===== config.mk =====
export PLATFORM = sky130hd
export DESIGN_NAME = int_sched
export DESIGN_NICKNAME = d
export VERILOG_FILES = /design/src/rtl/int_sched.sv
export SDC_FILE = /design/constraint.sdc
export NUM_CORES = 1
export LEC_CHECK = 0
export CAP_MARGIN = 20
export CORE_ASPECT_RATIO = 0.5
export CORE_MARGIN = 3
export CORE_UTILIZATION = 36
export DETAILED_ROUTE_END_ITERATION = 7
export PLACE_DENSITY = 0.77
export SLEW_MARGIN = 25
export SYNTH_ARGS = -nofsm -noshare
export SYNTH_HDL_FRONTEND = slang
export SYNTH_SLANG_ARGS = --single-unit
export TNS_END_PERCENT = 50

===== constraint.sdc =====
create_clock -name clk -period 2 [get_ports clk]
set_clock_uncertainty 0.05 [all_clocks]
set_input_delay 0.3 -clock clk [delete_from_list [all_inputs] [get_ports clk]]
set_output_delay 0.3 -clock clk [all_outputs]
set_load 0.05 [all_outputs]

===== src/rtl/int_sched.sv =====
// Interrupt scheduler: synchronizes six IRQ sources, latches pending bits, masks,
// picks a fixed-priority winner and tracks it through service via EXL and EOI.
module int_sched #(
  parameter logic [31:0] BASE_ADDR   = 32'h0000_0F00,
  parameter int unsigned SYNC_STAGES = 2
) (
  input  logic        clk,
  input  logic        rst,
  input  logic [5:0]  irq_src,
  input  logic        exl,
  input  logic [31:0] addr,
  input  logic [31:0] wd,
  input  logic        we,
  output logic [5:0]  INT,
  output logic [31:0] rd,
  output logic        hit
);

  typedef enum logic [1:0] {ST_IDLE, ST_ACTIVE, ST_SERVICE} st_t;

  st_t         r_st, w_st_nxt;
  logic [2:0]  r_cur, w_cur_nxt;
  logic [5:0]  r_sync [SYNC_STAGES];
  logic [5:0]  r_s_d, r_pend, r_mask, r_mode;
  logic [5:0]  w_s, w_rise, w_clr, w_cand, w_pend_nxt;
  logic [2:0]  w_win;
  logic        w_none, w_wr, w_eoi_match;
  logic [1:0]  w_off;
  logic        w_unused;

  assign hit      = (addr[31:4] == BASE_ADDR[31:4]);
  assign w_off    = addr[3:2];
  assign w_wr     = we & hit;
  assign w_unused = ^{addr[1:0], wd[31:6]};

  assign w_eoi_match = w_wr && (w_off == 2'd3) && (wd[2:0] == r_cur) && (r_st == ST_SERVICE);

  always_ff @(posedge clk) begin
    if (rst) begin
      for (int unsigned i = 0; i < SYNC_STAGES; i++) r_sync[i] <= '0;
      r_s_d <= '0;
    end else begin
      r_sync[0] <= irq_src;
      for (int unsigned i = 1; i < SYNC_STAGES; i++) r_sync[i] <= r_sync[i-1];
      r_s_d <= w_s;
    end
  end

  assign w_s    = r_sync[SYNC_STAGES-1];
  assign w_rise = w_s & ~r_s_d;

  // Edge bits: set beats any clear landing the same cycle; level bits track s.
  always_comb begin
    w_clr = '0;
    if (w_wr && (w_off == 2'd0)) w_clr = wd[5:0];
    if (w_eoi_match)             w_clr = w_clr | (6'b1 << r_cur);
    w_pend_nxt = (r_mode & (w_rise | (r_pend & ~w_clr))) | (~r_mode & w_s);
  end

  always_ff @(posedge clk) begin
    if (rst) begin
      r_pend <= '0;
      r_mask <= '0;
      r_mode <= '0;
    end else begin
      r_pend <= w_pend_nxt;
      if (w_wr && (w_off == 2'd1)) r_mask <= wd[5:0];
      if (w_wr && (w_off == 2'd2)) r_mode <= wd[5:0];
    end
  end

  assign w_cand = r_pend & r_mask;
  assign w_none = (w_cand == '0);

  // Scan from the top so the lowest set index is the last one written.
  always_comb begin
    w_win = '0;
    for (int unsigned i = 6; i > 0; i--) begin
      if (w_cand[i-1]) w_win = 3'(i - 1);
    end
  end

  always_comb begin
    rd = '0;
    case (w_off)
      2'd0: rd[5:0] = r_pend;
      2'd1: rd[5:0] = r_mask;
      2'd2: rd[5:0] = r_mode;
      default: begin
        rd[31]  = w_none;
        rd[2:0] = w_win;
      end
    endcase
  end

  always_ff @(posedge clk) begin
    if (rst) begin
      r_st  <= ST_IDLE;
      r_cur <= '0;
    end else begin
      r_st  <= w_st_nxt;
      r_cur <= w_cur_nxt;
    end
  end

  always_comb begin
    w_st_nxt  = r_st;
    w_cur_nxt = r_cur;
    case (r_st)
      ST_IDLE: begin
        if (!w_none) begin
          w_cur_nxt = w_win;
          w_st_nxt  = ST_ACTIVE;
        end
      end
      ST_ACTIVE: begin
        if (exl)                                w_st_nxt = ST_SERVICE;
        else if ((w_cand & (6'b1 << r_cur)) == '0) w_st_nxt = ST_IDLE;
      end
      ST_SERVICE: begin
        if (w_eoi_match) w_st_nxt = ST_IDLE;
      end
      default: w_st_nxt = ST_IDLE;
    endcase
  end

  always_comb begin
    INT = '0;
    if (r_st == ST_ACTIVE) INT = 6'b1 << r_cur;
  end

endmodule

# Word-level counts from Yosys, hierarchy flattened
# Memories as Yosys holds them, arrays and structs flattened.
# Cells that the tools add are included.
[totals]
ff_bits = 29
mem_bits_rw = 12
input_bits = 74
output_inout_bits = 39
elab_cells = 69
mem_count = 1
[mem_list]
columns = ["name", "depth", "width", "read_ports", "rd_ports_with_merged_regs", "write_ports", "line", "rtl"]
rows = [
  ["r_sync", 2, 6, 2, 0, 2, "23", "logic [5:0] r_sync [SYNC_STAGES];"],
]
[op_classes]
eq_ne = 10
shift = 1
mux = 22
bitwise_logic = 16
n_reduce_logical = 13
[ops]
columns = ["operator", "count"]
rows = [
  ["AND 6 bit", 6],
  ["2-to-1 mux 6 bit", 5],
  ["equality test 28 x 8 -> 1 bit (second input constant)", 1],
  ["2-to-1 mux 3 bit", 6],
  ["NOT 6 bit", 3],
  ["bitwise OR 6 bit", 3],
  ["one-hot mux 3 bit (3 select lines)", 2],
  ["zero test 6 bit", 2],
  ["2-to-1 mux 2 bit", 4],
  ["equality test 2 bit (second input constant)", 3],
  ["logical AND 1 bit", 6],
  ["one-hot mux 2 bit (3 select lines)", 1],
  ["left shift 1 x 3 -> 6 bit (first input constant)", 1],
  ["equality test 2 x 1 -> 1 bit (second input constant)", 2],
  ["zero test 2 bit", 2],
  ["2-to-1 mux 1 bit", 4],
  ["inequality test 2 bit (second input constant)", 2],
  ["equality test 3 bit", 1],
  ["inequality test 3 bit (second input constant)", 1],
  ["AND reduction 3 bit", 1],
  ["OR reduction 3 bit", 1],
  ["bitwise OR 1 bit", 2],
  ["AND reduction 2 bit", 1],
  ["AND 1 bit", 1],
  ["NOT 1 bit", 1],
]

# Depth between registers and ports, before layout
[depth]
depth_word = 11
depth_mapped = 6
mapped_depth_nobuf = 5

# Worst setup path after synthesis
# Ideal clock, no wire load.
[synth_path]
path_type = "input to output"
start = "input port addr[2]"
end = "output port rd[3]"
t_arrival_ps = 1933
required_time_ps = 1650
path_slack_ps = -283
path_stages = 3
n_path_buf = 1
cell_sequence = "buf_1 mux2i_1 o21ai_0"
[synth_between]
elab_chain_cells = 2
word_cells_on_any_way = 4
cone_classes = "eq/ne (2); mux (1); reduce/logical (1)"
[synth_rtl]
columns = ["element", "line", "rtl"]
rows = [
  ["start: declaration", "11", "input logic [31:0] addr,"],
  ["equality test 2 bit (tied with other cells)", "85", "case (w_off)"],
  ["one-hot mux 3 bit (3 select lines) *", "85", ""],
  ["end: declaration", "15", "output logic [31:0] rd,"],
]
# Mark *: on every way between the ends. The rest lies on a longest branch, timed or not.

# Final worst setup path
[layout_path]
start = "register r_pend[1]"
end = "output port rd[0]"
[layout_between]
elab_chain_cells = 4
[layout_rtl]
columns = ["element", "line", "rtl"]
rows = [
  ["start: declaration", "24", "logic [5:0] r_s_d, r_pend, r_mask, r_mode;"],
  ["start signal: assignment", "66", "r_pend <= w_pend_nxt;"],
  ["AND 6 bit", "72", "assign w_cand = r_pend & r_mask;"],
  ["2-to-1 mux 3 bit (2 in a row)", "79", "if (w_cand[i-1]) w_win = 3'(i - 1);"],
  ["one-hot mux 3 bit (3 select lines)", "85", ""],
]
# No other way between the ends.

==> impl_metrics.json <==
{
  "outcome": "finished clean",
  "clkTransAtPathRegs_ns": 0.07,
  "detail_route.vias_per_cell": 5.19,
  "via_count": 2028,
  "p_per_area_nw_per_um2": 607,
  "die_h_microns": 60.8,
  "worst_skew_pair.late_latency_ns": 0.29,
  "finish.cell_count_without_fillers": 391,
  "cts_root_buffer": "clkbuf_16",
  "rsz0062_at_grt": "true",
  "ys_ff_latch": 41,
  "core_area_sq_um": 5630,
  "report.power.total_uw": 1920,
  "mostFrequentLayoutCells": "30 x dfxtp_1, 25 x nor2_1, 25 x conb_1, 25 x buf_4, 20 x clkdlybuf4s50_1",
  "finalHoldViolations": 0,
  "number_of_pins_exceeding_their_max_slew_limit_in_the_final_report": 0,
  "globalplace.congestion": 0.895,
  "fraction_of_layout_cells_with_a_size_suffix_above_1": 0.311,
  "fin_tns_setup_ns": 0,
  "ant_nets": 0,
  "clock_power_share": 0.412,
  "worst-endpoint-required_ns": 1.65,
  "die_w_microns": 116,
  "setup_viol_count_final": 0,
  "post-route-util": 0.562,
  "place_area_sq_um": 2940,
  "grt.overflow.total": 0,
  "io_pins": 113,
  "ys_dominant_reg_cell": "dfxtp_1",
  "grt_antenna_before_repair": 0,
  "cts_sinks": 41,
  "yosysSeqAreaShare": 0.379,
  "wl_microns": 6180,
  "grt_pass1_wl_microns": 9560,
  "number_of_global_route_vias_before_repair": 1985,
  "grtUsageTotal": 0.176,
  "start_util": 0.384,
  "antenna-diode-count": 0,
  "worstRegToRegCells": 5,
  "synthDistinctLibCells": 43,
  "share_comb_of_total_power": 0.151,
  "drc_errors": 0,
  "design.final.nets": 391,
  "fmax_ghz": 0.500,
  "criticalPathCategory": "reg -> out",
  "synthToLayoutAreaGrowth_pct": 46.3,
  "layout.cell_area.non_filler_sq_um": 3170,
  "cts_tree": "built",
  "detailedPlacementHpwl_microns": 4550,
  "edff_count_synth": 0,
  "h-tree-depth": 2,
  "fp-row-count": 19,
  "die_area_sq_um": 7030,
  "final.fill_count": 472,
  "switching_share": 0.267,
  "period_minus_slack_ns": 2.00,
  "pin_count_of_the_biggest_net_entering_global_routing": 44,
  "total_number_of_yosys_warnings": 0,
  "ir_drop_mv": 0.317,
  "power.net_switching_uw": 513,
  "drt_iter0_drc": 192,
  "cts-buffers-inserted": 5,
  "cts_buffer_depth": 2,
  "drtPass1Iterations": 5,
  "avg_inst_size_synth_sq_um": 9.05,
  "worst_setup_path_start_kind": "flip-flop",
  "final_common_cell": "dfxtp_1",
  "wl_per_cell_microns": 15.8,
  "holdPathStages": 1,
  "post_synth_instance_area_sq_um": 2160,
  "synth-async-reset-ratio": 0,
  "worst_setup_path_end_kind": "output pin",
  "holdCritPathClass": "reg -> reg",
  "power.leakage_uw": 0.00143,
  "cts.hold.buffers_added": 0,
  "path_max_fanout": 5,
  "numPortBuffers": 59,
  "timing.critical_path.arrival_ns": 1.65,
  "p_int_uw": 1410,
  "post_place_cells": 379,
  "max-cap-violations": 0,
  "seqPwrFrac": 0.437,
  "syn-instance-count": 239,
  "final_min_period_over_clock_period": 0.999
}
synth_stat cells (2+ instances only):
| library cell | number | area, sq um |
|---|---|---|
| or4_1 | 2 | 15.0 |
| nand3_1 | 2 | 10.0 |
| buf_1 | 2 | 7.51 |
| nor2_1 | 25 | 93.8 |
| a21oi_1 | 8 | 40.0 |
| mux2i_1 | 16 | 160 |
| nor3b_1 | 2 | 15.0 |
| nor2b_1 | 19 | 119 |
| clkbuf_1 | 8 | 30.0 |
| buf_4 | 25 | 188 |
| o22ai_1 | 4 | 25.0 |
| mux4_2 | 3 | 67.6 |
| dfxtp_1 | 41 | 821 |
| or4_4 | 3 | 33.8 |
| nor4_1 | 2 | 12.5 |
| nand2_1 | 21 | 78.8 |
| or3_1 | 8 | 50.1 |
| nor4_4 | 3 | 63.8 |
| nand4_1 | 2 | 12.5 |
| nor3_1 | 3 | 15.0 |
| o21ai_0 | 6 | 30.0 |
| xor2_1 | 2 | 17.5 |
| nand2b_1 | 2 | 12.5 |
| nand3b_1 | 7 | 52.6 |
| a22o_1 | 5 | 43.8 |
per-layer routing:
metal,up-vias,wire length [microns],track usage
met2,112,3080,0.322
met3,24,451,0.0369
met1,946,2440,0.200
li1,946,-,-
met5,-,0,0
met4,0,202,0.0926
per-stage QoR:
step                hold WS, ns  setup slack [ns]
floorplan                 0.330          -0.00930
global placement          0.366            -0.508
detailed placement        0.374            -0.574
CTS                       0.388          -0.00743
global route              0.405           -0.0482
finish                    0.386           0.00178
logic make-up (layout without fill, tap and decap cells):
kind of cell	Yosys count	count (layout)	synth area share
simple gates	109	109	0.306
flops	41	41	0.379
buf+inv	36	91	0.106
compound gates	30	30	0.0897
mux	19	19	0.105
xor+xnor	3	3	0.0121
other cells	1	25	0.00173
worst paths after layout:
kind,slack (ns),from,end
setup / recovery,0.002,r_pend[1],rd[0]
hold / removal,0.39,r_sync[0][1],r_sync[0][7]
setup reg to reg,0.21,r_cur[2],r_pend[1]
hold reg to reg,0.39,r_sync[0][1],r_sync[0][7]
power groups by stage:
stage	Sequential (uW)	Clock, uW	Combinational, uW
global route	841	846	307
CTS	841	808	286
floorplan	856	0	202
finish	839	791	291
global placement	857	0	295
detailed placement	859	0	299
layout make-up:
class	instances	area [sq um]	share of cell area
Inverter	1	3.75	0.00119
Sequential cell	41	840	0.265
Tap cell	73	91.3	0.0289
Multi-Input combinational cell	186	1280	0.406
Timing Repair Buffer	82	800	0.253
Clock buffer	5	125	0.0395
Clock inverter	3	21.3	0.00672
state kept, by name (all words and copies together) (netlist names):
name and flops:
r_mode 6, r_s_d 6, r_mask 6, r_pend 6
r_cur 3, r_st 2, r_sync 12
what timing repair did:
action	CTS	global route
cloned	0	0
resized for setup	63	32
pin swaps	13	17
buffers inserted	3	1
endpoints found under the setup margin	25	16
worst max-delay path, cell delays in order (launching register included):
cell     delay, ns
dfxtp_2       0.35
nand2_4       0.10
a32o_2        0.20
a31oi_2       0.05
mux4_2        0.49
buf_6         0.17
Power figures use the tool's default switching activity.
